--- config.mk ---
export PLATFORM = sky130hd
export DESIGN_NAME = cla_nibble_sequencer
export DESIGN_NICKNAME = d
export VERILOG_FILES = /design/src/rtl/alu_seq_pkg.sv /design/src/rtl/cla_4_bit_slice.sv /design/src/rtl/cla_nibble_sequencer.sv
export SDC_FILE = /design/constraint.sdc
export NUM_CORES = 1
export LEC_CHECK = 0
export CAP_MARGIN = 20
export CORE_UTILIZATION = 51
export CTS_CLUSTER_SIZE = 12
export DETAILED_ROUTE_END_ITERATION = 7
export GPL_ROUTABILITY_DRIVEN = 0
export HOLD_SLACK_MARGIN = 0.08
export PLACE_DENSITY = 0.79
export SLEW_MARGIN = 20
export SYNTH_ARGS = -nofsm -noshare
export SYNTH_HDL_FRONTEND = slang
export SYNTH_SLANG_ARGS = --single-unit
--- constraint.sdc ---
create_clock -name clk -period 2.4 [get_ports clk]
set_input_delay 0.36 -clock clk [delete_from_list [all_inputs] [get_ports clk]]
set_output_delay 0.36 -clock clk [all_outputs]
set_load 0.02 [all_outputs]
--- src/rtl/alu_seq_pkg.sv ---
// Shared types and helpers for the nibble-serial ALU adder.
package alu_seq_pkg;

  typedef enum logic [1:0] {
    S_IDLE = 2'd0,
    S_RUN  = 2'd1,
    S_DONE = 2'd2
  } state_e;

  localparam int NIB_W = 4;

  function automatic int clog2(input int n);
    int r;
    r = 0;
    while ((32'sd1 <<< r) < n) r = r + 1;
    return r;
  endfunction

endpackage

--- src/rtl/cla_4_bit_slice.sv ---
// 4-bit carry-lookahead slice; prop/gen exported so it can also serve a block-CLA.
module cla_4_bit_slice (
  input  logic [3:0] a,
  input  logic [3:0] b,
  input  logic       c_in,
  output logic [3:0] sum,
  output logic       c_out,
  output logic       prop,
  output logic       gen
);

  logic [3:0] p;
  logic [3:0] g;
  logic [3:0] c;

  assign p = a ^ b;
  assign g = a & b;

  assign c[0] = c_in;
  assign c[1] = g[0] | (p[0] & c_in);
  assign c[2] = g[1] | (p[1] & g[0]) | (p[1] & p[0] & c_in);
  assign c[3] = g[2] | (p[2] & g[1]) | (p[2] & p[1] & g[0]) | (p[2] & p[1] & p[0] & c_in);

  assign gen   = g[3] | (p[3] & g[2]) | (p[3] & p[2] & g[1]) | (p[3] & p[2] & p[1] & g[0]);
  assign prop  = &p;
  assign c_out = gen | (prop & c_in);
  assign sum   = p ^ c;

endmodule

--- src/rtl/cla_nibble_sequencer.sv ---
// Multi-cycle add/sub: one 4-bit CLA slice reused over WIDTH/4 cycles with a
// registered carry between nibbles, wrapped in valid/ready request/response.
module cla_nibble_sequencer
  import alu_seq_pkg::*;
#(
  parameter int WIDTH = 32
) (
  input  logic             clk,
  input  logic             rst_n,
  input  logic             req_valid,
  output logic             req_ready,
  input  logic [WIDTH-1:0] req_a,
  input  logic [WIDTH-1:0] req_b,
  input  logic             req_sub,
  input  logic             req_cin,
  output logic             rsp_valid,
  input  logic             rsp_ready,
  output logic [WIDTH-1:0] rsp_sum,
  output logic             rsp_cout,
  output logic             rsp_ovf,
  output logic             rsp_zero,
  output logic             busy
);

  localparam int NIB   = WIDTH / NIB_W;
  localparam int CNT_W = (clog2(NIB) > 0) ? clog2(NIB) : 1;

  state_e           state_q, state_d;
  logic [CNT_W-1:0] cnt_q, cnt_d;
  logic [WIDTH-1:0] opa_q, opa_d;
  logic [WIDTH-1:0] opb_q, opb_d;
  logic [WIDTH-1:0] sum_q, sum_d;
  logic             carry_q, carry_d;
  logic             ovf_q, ovf_d;
  logic             zero_q, zero_d;

  logic [3:0] slice_sum;
  logic       slice_cout;
  logic       slice_prop;
  logic       slice_gen;
  logic       unused_slice_pg;

  cla_4_bit_slice u_slice (
    .a     (opa_q[3:0]),
    .b     (opb_q[3:0]),
    .c_in  (carry_q),
    .sum   (slice_sum),
    .c_out (slice_cout),
    .prop  (slice_prop),
    .gen   (slice_gen)
  );

  assign unused_slice_pg = slice_prop ^ slice_gen;

  // DONE with rsp_ready high doubles as an accept slot for back-to-back ops.
  assign req_ready = (state_q == S_IDLE) || ((state_q == S_DONE) && rsp_ready);
  assign rsp_valid = (state_q == S_DONE);
  assign busy      = (state_q != S_IDLE);
  assign rsp_sum   = sum_q;
  assign rsp_cout  = carry_q;
  assign rsp_ovf   = ovf_q;
  assign rsp_zero  = zero_q;

  always_comb begin
    state_d = state_q;
    cnt_d   = cnt_q;
    opa_d   = opa_q;
    opb_d   = opb_q;
    sum_d   = sum_q;
    carry_d = carry_q;
    ovf_d   = ovf_q;
    zero_d  = zero_q;

    case (state_q)
      S_IDLE, S_DONE: begin
        if (req_valid && req_ready) begin
          opa_d   = req_a;
          opb_d   = req_sub ? ~req_b : req_b;
          carry_d = req_sub ? 1'b1 : req_cin;
          cnt_d   = '0;
          ovf_d   = 1'b0;
          zero_d  = 1'b0;
          state_d = S_RUN;
        end else if (state_q == S_DONE && rsp_ready) begin
          state_d = S_IDLE;
        end else begin
          state_d = state_q;
        end
      end
      S_RUN: begin
        // LSB-first: each new nibble enters at the top and slides down.
        sum_d   = {slice_sum, sum_q[WIDTH-1:NIB_W]};
        opa_d   = {{NIB_W{1'b0}}, opa_q[WIDTH-1:NIB_W]};
        opb_d   = {{NIB_W{1'b0}}, opb_q[WIDTH-1:NIB_W]};
        carry_d = slice_cout;
        cnt_d   = cnt_q + CNT_W'(1);
        if (cnt_q == CNT_W'(NIB - 1)) begin
          ovf_d   = (opa_q[3] == opb_q[3]) && (slice_sum[3] != opa_q[3]);
          zero_d  = (sum_d == '0);
          state_d = S_DONE;
        end else begin
          state_d = S_RUN;
        end
      end
      default: begin
        state_d = S_IDLE;
      end
    endcase
  end

  always_ff @(posedge clk or negedge rst_n) begin
    if (!rst_n) begin
      state_q <= S_IDLE;
      cnt_q   <= '0;
      opa_q   <= '0;
      opb_q   <= '0;
      sum_q   <= '0;
      carry_q <= 1'b0;
      ovf_q   <= 1'b0;
      zero_q  <= 1'b0;
    end else begin
      state_q <= state_d;
      cnt_q   <= cnt_d;
      opa_q   <= opa_d;
      opb_q   <= opb_d;
      sum_q   <= sum_d;
      carry_q <= carry_d;
      ovf_q   <= ovf_d;
      zero_q  <= zero_d;
    end
  end

endmodule

Word level (Yosys, flattened, before mapping)
Index checks and enable logic that the tools add are counted.
{"block": "word_totals", "register_bits": 104, "latch_bits": 0, "mem_bits_rw": 0, "rom_bits": 0, "inputBits": 70, "output_inout_bits": 38, "wordCells": 77, "mem_count": 0}
{"block": "classes", "n_addsub": 1, "n_mul": 0, "n_div": 0, "magnitude_cmp": 0, "eq_ne": 8, "n_shift": 0, "n_mux": 19, "bitwise": 29, "n_reduce_logical": 12}
{"operator": "one-hot mux 32 bit (2 select lines)", "n": 2}
{"operator": "2-to-1 mux 32 bit", "n": 3}
{"operator": "logical NOT 32 bit", "n": 1}
{"operator": "NOT 32 bit", "n": 1}
{"operator": "bitwise AND 1 bit", "n": 15}
{"operator": "OR 1 bit", "n": 10}
{"operator": "XOR 4 bit", "n": 2}
{"operator": "2-to-1 mux 2 bit", "n": 3}
{"operator": "one-hot mux 1 bit (2 select lines)", "n": 3}
{"operator": "one-hot mux 3 bit (2 select lines)", "n": 1}
{"operator": "2-to-1 mux 1 bit", "n": 5}
{"operator": "bitwise AND 4 bit", "n": 1}
{"operator": "inequality test 2 bit (second input constant)", "n": 2}
{"operator": "one-hot mux 2 bit (2 select lines)", "n": 1}
{"operator": "AND reduction 4 bit", "n": 1}
{"operator": "nonzero test 2 bit", "n": 2}
{"operator": "adder 3 x 1 -> 3 bit (second input constant)", "n": 1}
{"operator": "equality test 3 bit (second input constant)", "n": 1}
{"operator": "logical AND 1 bit", "n": 3}
{"operator": "2-to-1 mux 3 bit", "n": 1}
{"operator": "inequality test 3 bit (second input constant)", "n": 1}
{"operator": "AND reduction 3 bit", "n": 1}
{"operator": "equality test 2 x 1 -> 1 bit (second input constant)", "n": 1}
{"operator": "equality test 2 bit (second input constant)", "n": 1}
{"operator": "6 further kinds", "n": 6}

Logic depth before layout (Yosys ltp)
Gate-level depths: netlist of run 1.
{"block": "logic_depth", "depth_word": 10, "depth_mapped": 8, "depth_no_buf": 6}

By module
A second synthesis of run 1 with hierarchy kept.
{"block": "hier_totals", "cells_unflattened": 533, "hier_area_um2": 4902.2}
{"module": "cla_nibble_sequencer", "instances": 1, "cells_per_inst": 511, "area_per_inst_um2": 4719.5, "seq_area_each_um2": 2602.5}
{"module": "cla_4_bit_slice", "instances": 1, "cells_per_inst": 22, "area_per_inst_um2": 182.7, "seq_area_each_um2": 0.0}

Least setup slack after synthesis of run 1
OpenSTA, ideal clock, no wires.
{"block": "synth_timing", "path_kind": "register -> register", "startpoint": "register carry_q, in the netlist rsp_cout", "endpoint": "register zero_q, in the netlist rsp_zero", "setup_ns": 0.104, "t_arrival_ns": 1.833, "path_slack_ns": 0.463, "path_stages_with_launch": 7, "n_path_buf": 0, "period_less_slack_ns": 1.937, "path_cell_list": "dfrtp_1 inv_1 fa_1 nor4b_1 and4_2 nand4_1 o41ai_2"}
{"block": "synth_between", "elab_chain_cells": 6, "elab_cells_between_ends": 10}
{"item": "from (decl)", "line": "cla_nibble_sequencer.sv:33", "source": "logic carry_q, carry_d;"}
{"item": "from (signal assigned)", "line": "cla_nibble_sequencer.sv:127", "source": "carry_q <= carry_d;"}
{"item": "bitwise AND 1 bit, on equally long branches", "line": "cla_4_bit_slice.sv:20, cla_4_bit_slice.sv:21, cla_4_bit_slice.sv:22"}
{"item": "OR 1 bit, on equally long branches", "line": "cla_4_bit_slice.sv:20, cla_4_bit_slice.sv:21, cla_4_bit_slice.sv:22"}
{"item": "XOR 4 bit *", "line": "cla_4_bit_slice.sv:27", "source": "assign sum = p ^ c;"}
{"item": "logical NOT 32 bit *", "line": "cla_nibble_sequencer.sv:99", "source": "zero_d = (sum_d == '0);"}
{"item": "2-to-1 mux 1 bit *", "line": "cla_nibble_sequencer.sv:97", "source": "if (cnt_q == CNT_W'(NIB - 1)) begin"}
{"item": "one-hot mux 1 bit (2 select lines) *", "line": "cla_nibble_sequencer.sv:74", "source": "case (state_q)"}
{"item": "to (signal assigned)", "line": "cla_nibble_sequencer.sv:129", "source": "zero_q <= zero_d;"}
{"item": "to (decl)", "line": "cla_nibble_sequencer.sv:35", "source": "logic zero_q, zero_d;"}
Mark *: on every way between the ends. The rest lies on a longest branch, timed or not. The select of a mux whose other input is x is not followed.
A chain may end at the register's enable or synchronous reset.

Final worst setup path of run 1
{"block": "layout_timing", "startpoint": "input rsp_ready", "endpoint": "output req_ready"}
{"block": "layout_between", "elab_chain_cells": 2}
{"item": "from (decl)", "line": "cla_nibble_sequencer.sv:17", "source": "input logic rsp_ready,"}
{"item": "logical AND 1 bit", "line": "cla_nibble_sequencer.sv:56", "source": "assign req_ready = (state_q == S_IDLE) || ((state_q == S_DONE) && rsp_ready);"}
{"item": "logical OR 1 bit", "line": "cla_nibble_sequencer.sv:56"}
{"item": "to (decl)", "line": "cla_nibble_sequencer.sv:11", "source": "output logic req_ready,"}
Every way passes these cells.

==> results of run 1 <==
## layout make-up
cell class,instances,area [um^2]
flip-flops and latches,104,2600
clock inverters,5,57.6
well taps,129,161
inverters,4,15.0
fillers,764,2990
clock buffers,11,131
multi-input cells,376,2130
repair buffers,119,1190
## tightest hold or removal path, delay by kind of cell (launching register included)
| family | cells | cell delay, ns |
|---|---|---|
| simple gates | 2 | 0.11 |
| flops | 1 | 0.35 |
## per-stage QoR
step	util (%)	power [mW]	hold WS, ns	cell area (um^2)	setup WS, ns
after floorplan	-	5.70	0.0644	4910	0.463
after global placement	65.6	6.87	0.403	6090	0.306
after detailed placement	65.6	7.06	0.418	6090	0.247
after CTS	67.8	8.14	0.493	6290	0.244
after global routing	67.8	8.74	0.520	6290	0.173
final	67.8	8.10	0.487	6290	0.252
## path summary, 6_finish.rpt
check                      startpoint  slack (ns)         end
hold reg to reg            rsp_sum[1]        0.49  rsp_sum[1]
max in group asynchronous       rst_n        1.18     rsp_ovf
min in group asynchronous       rst_n        0.56  rsp_sum[9]
setup / recovery            rsp_ready        0.25   req_ready
setup reg to reg             rsp_cout        0.46    rsp_zero
hold / removal             rsp_sum[1]        0.49  rsp_sum[1]
## state kept, by name, indices dropped and copies added (netlist names)
register  count
opa_q        32
rsp_ovf       1
rsp_cout      1
rsp_sum      32
state_q       2
cnt_q         3
rsp_zero      1
opb_q        32
## cells by family after synthesis
family                     count (synthesis)
AOI/OAI and AO/OA                         76
DFF                                      104
adders and majority gates                  7
buffers and inverters                     41
and+or+nand+nor                          245
muxes                                     13
xor gates and xnor gates                  35
## power groups by stage
stage	sequential, mW	clock, mW	combinational (mW)
5_1_grt	3.29	1.15	4.31
6_report	3.19	1.06	3.85
4_1_cts	3.18	1.08	3.88
3_3_place_gp	3.17	0	3.69
2_1_floorplan	3.31	0	2.39
3_5_place_dp	3.20	0	3.87
## metal layers
| layer | track usage, % | up-vias | routed length [um] |
|---|---|---|---|
| li1 | - | 1923 | - |
| met1 | 32.9 | 1905 | 4890 |
| met2 | 36.7 | 125 | 5290 |
| met3 | 3.20 | 16 | 576 |
| met4 | 9.14 | 0 | 216 |
| met5 | 0 | - | 0 |
## cell usage in the layout, fill, tap and decap left out, types with 10 or more instances in the layout
cell type / count
nor2_1: 56
a31oi_1: 28
clkdlybuf4s50_1: 105
o21ai_0: 15
dfrtp_1: 104
a221o_1: 20
nand2_1: 164
xor2_1: 10
xnor2_1: 25
==> reports/results.ini, run 1 <==
[clock_network]
cts.sinks=104
cts_htree_levels=3
cts-buffers-inserted=9
cts_tree=built
clockBufferDepth=2
clk_pin_slew_ns=0.09
clock_latency_ns=0.36
cts_resized=0
postCtsHoldBufs=1
post_cts_buffers=0
root_buffer=clkbuf_8

[synth]
synth_cell_types=42
ys_warn_count=0
synth-simple-area-share_pct=20.6
synth_area_mm2=0.00491
synth_compound_area_share_pct=11.3
synth_commonest_cells=nand2_1, dfrtp_1, nor2_1
synth-seq-area-share_pct=53.0
syn_area_per_cell_um2=9.42
synth-adder-area-share_pct=1.94
synthXorXnorAreaFrac_pct=6.25
yosysTopAreaCellShare_pct=53.0
synth_top_cell_by_area=dfrtp_1
synth-seq-cells=104
postSynthCellCount=521
synth_area_leaders=dfrtp_1, nand2_1, xnor2_1
async_reset_ff_share_pct=100
synth-main-ff-cell=dfrtp_1
synth-edff-count=0
synthMuxAreaShare_pct=2.75
synth.most_common_cell=nand2_1
synth_top_family_by_area=simple AND/OR/NAND/NOR gates
syn_nets=598

[drt]
drt_pass1_iterations=7
wl_per_cell_um=14.7
drtIter0Drc=200
vias_per_cell=5.31
routed_wl_um=11000
drc=0
route.vias.total=3969
final_antenna_net_count=0

[power_and_ir_drop]
combPwrFrac_pct=47.6
pwr-share-seq_pct=39.3
vdd_drop_max_mv=0.594
p_int_mw=4.76
switching_share_pct=41.2
leakage_nw=2.80
p_sw_mw=3.34
clkPwrFrac_pct=13.1
powerDensity_mw_per_mm2=1290

[setup_path]
cp.required_ns=2.04
crit_chain=clkdlybuf4s50_1 > nor2b_1 > nor2_1 > clkdlybuf4s50_1
critPathBufInv=2
critPathTopFamily=buffers and inverters
crit_type=input pin to output port
path_depth=4
max_stage_delay_ns=0.61
rr_worst_depth=6
critPathArrivalTime_ns=1.79
end_kind=output port
worstSetupStartpointType=input pin
crit_slowest_cell=clkdlybuf4s50_1
crit_top_cell=clkdlybuf4s50_1
crit_fanout=4

[timing]
hold_viol=0
rsz0062_at_grt=no
skew_ns=0.0114
finalMaxSlewViolations=0
slew_headroom_pct=58.3
tightest_slew_ns=0.626
fmax_ghz=0.466
period_needed_ns=2.15
setup_violations=0
finalCritPeriodShare_pct=89.5
setup_tns_ns=0

[floorplanning]
die_h_um=100
io_pins=108
start_util_pct=52.9
placeableCoreArea_mm2=0.00928
fp-row-count=35
fp.dieW_um=100
die-area_mm2=0.0100

[placed_design]
io_buffers=107
placedCellCount=731
hpwl_um=7710

[global_routing]
antenna_found_initial=0
grt.overflow.total=0
grt_max_degree=59
track_usage_pct=23.2
grt_pass1_wl_um=18100
grt_pass1_vias=3772

[hold_path]
hold_path.class=register to register
holdPathStages=2

[outcome]
status=complete, no violations

[finish]
drive_gt1_share_pct=7.11
final_nets=691
area_growth_pct=28.3
antenna_cells=0
finalNonFillerCells=748

[run]
cap_violations=0

Note: power is estimated with default switching activity, not from simulation.
==> inputs of run 2 (changes only) <==
==> constraint.sdc (replaced) <==
create_clock -name clk -period 2.4 [get_ports clk]
set_input_delay 0.48 -clock clk [delete_from_list [all_inputs] [get_ports clk]]
set_output_delay 0.48 -clock clk [all_outputs]
set_load 0.02 [all_outputs]
==> reports/results.ini, run 2 (synthesis results as in run 1) <==
[outcome]
status=complete, no violations  ; unchanged

[finish]
area_growth_pct=28.5  ; was 28.3%
final_nets=691  ; unchanged
stdcell_area_mm2=0.00631  ; was 0.00629 mm^2
antenna_cells=0  ; unchanged
mostFrequentLayoutCells=nand2_1, clkdlybuf4s50_1, dfrtp_1  ; unchanged
fin_util_pct=67.9  ; was 67.8%
drive_gt1_share_pct=7.43  ; was 7.11%
mostFrequentLayoutCell=nand2_1  ; unchanged
fillers=762  ; was 764
finalNonFillerCells=748  ; unchanged

[setup_path]
critPathArrivalTime_ns=1.82  ; was 1.79 ns
cp.required_ns=1.92  ; was 2.04 ns
crit_fanout=2  ; was 4
end_kind=output port  ; unchanged
crit_type=input pin to output port  ; unchanged
worstSetupStartpointType=input pin  ; unchanged

[drt]
routed_wl_um=10700  ; was 11000 um
wl_per_cell_um=14.3  ; was 14.7 um
vias_per_cell=5.32  ; was 5.31
drc=0  ; unchanged
final_antenna_net_count=0  ; unchanged
drtIter0Drc=216  ; was 200
drt_pass1_iterations=4  ; was 7
route.vias.total=3979  ; was 3969

[floorplanning]
placeableCoreArea_mm2=0.00928  ; unchanged
die-area_mm2=0.0100  ; unchanged
fp-row-count=35  ; unchanged
io_pins=108  ; unchanged
die_h_um=100  ; unchanged
fp.dieW_um=100  ; unchanged
start_util_pct=52.9  ; unchanged

[timing]
skew_ns=0.0159  ; was 0.0114 ns
finalMaxSlewViolations=0  ; unchanged
slew_headroom_pct=67.6  ; was 58.3%
setup_violations=0  ; unchanged
tightest_slew_ns=0.486  ; was 0.626 ns
setup_tns_ns=0  ; unchanged
fmax_ghz=0.435  ; was 0.466 GHz
rsz0062_at_grt=no  ; unchanged
worst_slack_ns=0.0990  ; was 0.252 ns
period_needed_ns=2.30  ; was 2.15 ns
hold_viol=0  ; unchanged
finalCritPeriodShare_pct=95.9  ; was 89.5%

[clock_network]
post_cts_buffers=0  ; unchanged
clockBufferDepth=2  ; unchanged
cts_htree_levels=3  ; unchanged
cts-buffers-inserted=9  ; unchanged
clock_latency_ns=0.36  ; about the same
cts.sinks=104  ; unchanged
cts_tree=built  ; unchanged
clk_pin_slew_ns=0.09  ; about the same
root_buffer=clkbuf_8  ; unchanged

[placed_design]
placedCellCount=731  ; unchanged
dp_slack_ns=0.101  ; was 0.247 ns
io_buffers=107  ; unchanged
hpwl_um=7560  ; was 7710 um
postPlaceCellArea_mm2=0.00611  ; was 0.00609 mm^2

[power_and_ir_drop]
vdd_drop_max_mv=0.685  ; was 0.594 mV
powerDensity_mw_per_mm2=1270  ; was 1290 mW/mm^2
leakage_nw=2.81  ; was 2.80 nW

[global_routing]
grt.overflow.total=0  ; unchanged
track_usage_pct=23.0  ; was 23.2%
grt_max_degree=98  ; was 59
grt_pass1_wl_um=18100  ; about the same
antenna_found_initial=0  ; unchanged
grt_pass1_vias=3810  ; was 3772

[run]
cap_violations=0  ; unchanged

[hold_path]
hold_path.class=register to register  ; unchanged

[run 2: changes by cell type in the layout (fill, tap and decap cells not counted)]
| cell | change |
|---|---|
| clkbuf_8 | +1 |
| buf_4 | -1 |
| buf_12 | +1 |
| clkinv_4 | +3 |
| clkbuf_1 | -2 |
| inv_6 | +2 |
| clkinv_2 | -1 |
| clkinvlp_4 | -2 |
| bufinv_16 | -1 |
[run 2: path summary, 6_finish.rpt]
path                       startpoint     endpoint  slack [ns]  depth (start not counted)
setup / recovery            rsp_ready    req_ready         0.1                          4
hold / removal              opb_q[24]    opb_q[20]        0.49                          2
setup reg to reg             opa_q[0]     rsp_zero        0.42                          6
hold reg to reg             opb_q[24]    opb_q[20]        0.49                          2
max in group asynchronous       rst_n    opa_q[15]        1.17                          3
min in group asynchronous       rst_n  rsp_sum[11]        0.51                          2
[run 2: through the flow]
step | hold slack [ns] | power, mW
floorplan | 0.184 | 5.70
global placement | 0.334 | 6.88
detailed placement | 0.334 | 7.06
CTS | 0.489 | 8.09
global route | 0.516 | 8.69
finish | 0.492 | 8.04
[run 2: area by class of cell]
type                       count  area [um^2]  area share [%]
clock buffer                  10          138            2.18
clock inverter                 6         51.3           0.813
inverter                       4         15.0           0.238
multi-input combinational    376         2130            33.8
sequential                   104         2600            41.3
tap                          129          161            2.56
timing repair buffer         119         1210            19.1
[run 2: repair_timing]
action,in CTS,in global routing
endpoints found under the setup margin,0,0
hold endpoints to repair,11,0
resized for setup,0,0
hold buffers,1,0
[run 2: metal layers]
| metal | track usage, % | share of wire (%) | up-vias |
|---|---|---|---|
| li1 | - | - | 1924 |
| met1 | 31.9 | 45 | 1937 |
| met2 | 37.8 | 50 | 109 |
| met3 | 4.04 | 4.5 | 9 |
| met4 | 5.46 | 0.90 | 0 |
| met5 | 0 | 0 | - |
[run 2: where the power goes]
group          leakage, nW  internal [mW]  switching (mW)
sequential            1.29           2.56           0.636
combinational         1.43           1.72            2.10
clock               0.0935          0.419           0.609
[run 2: critical path, stage by stage]
cell and delay (ns):
clkdlybuf4s50_1 0.43, nor2b_1 0.27, nor2_1 0.08, clkdlybuf4s50_1 0.55
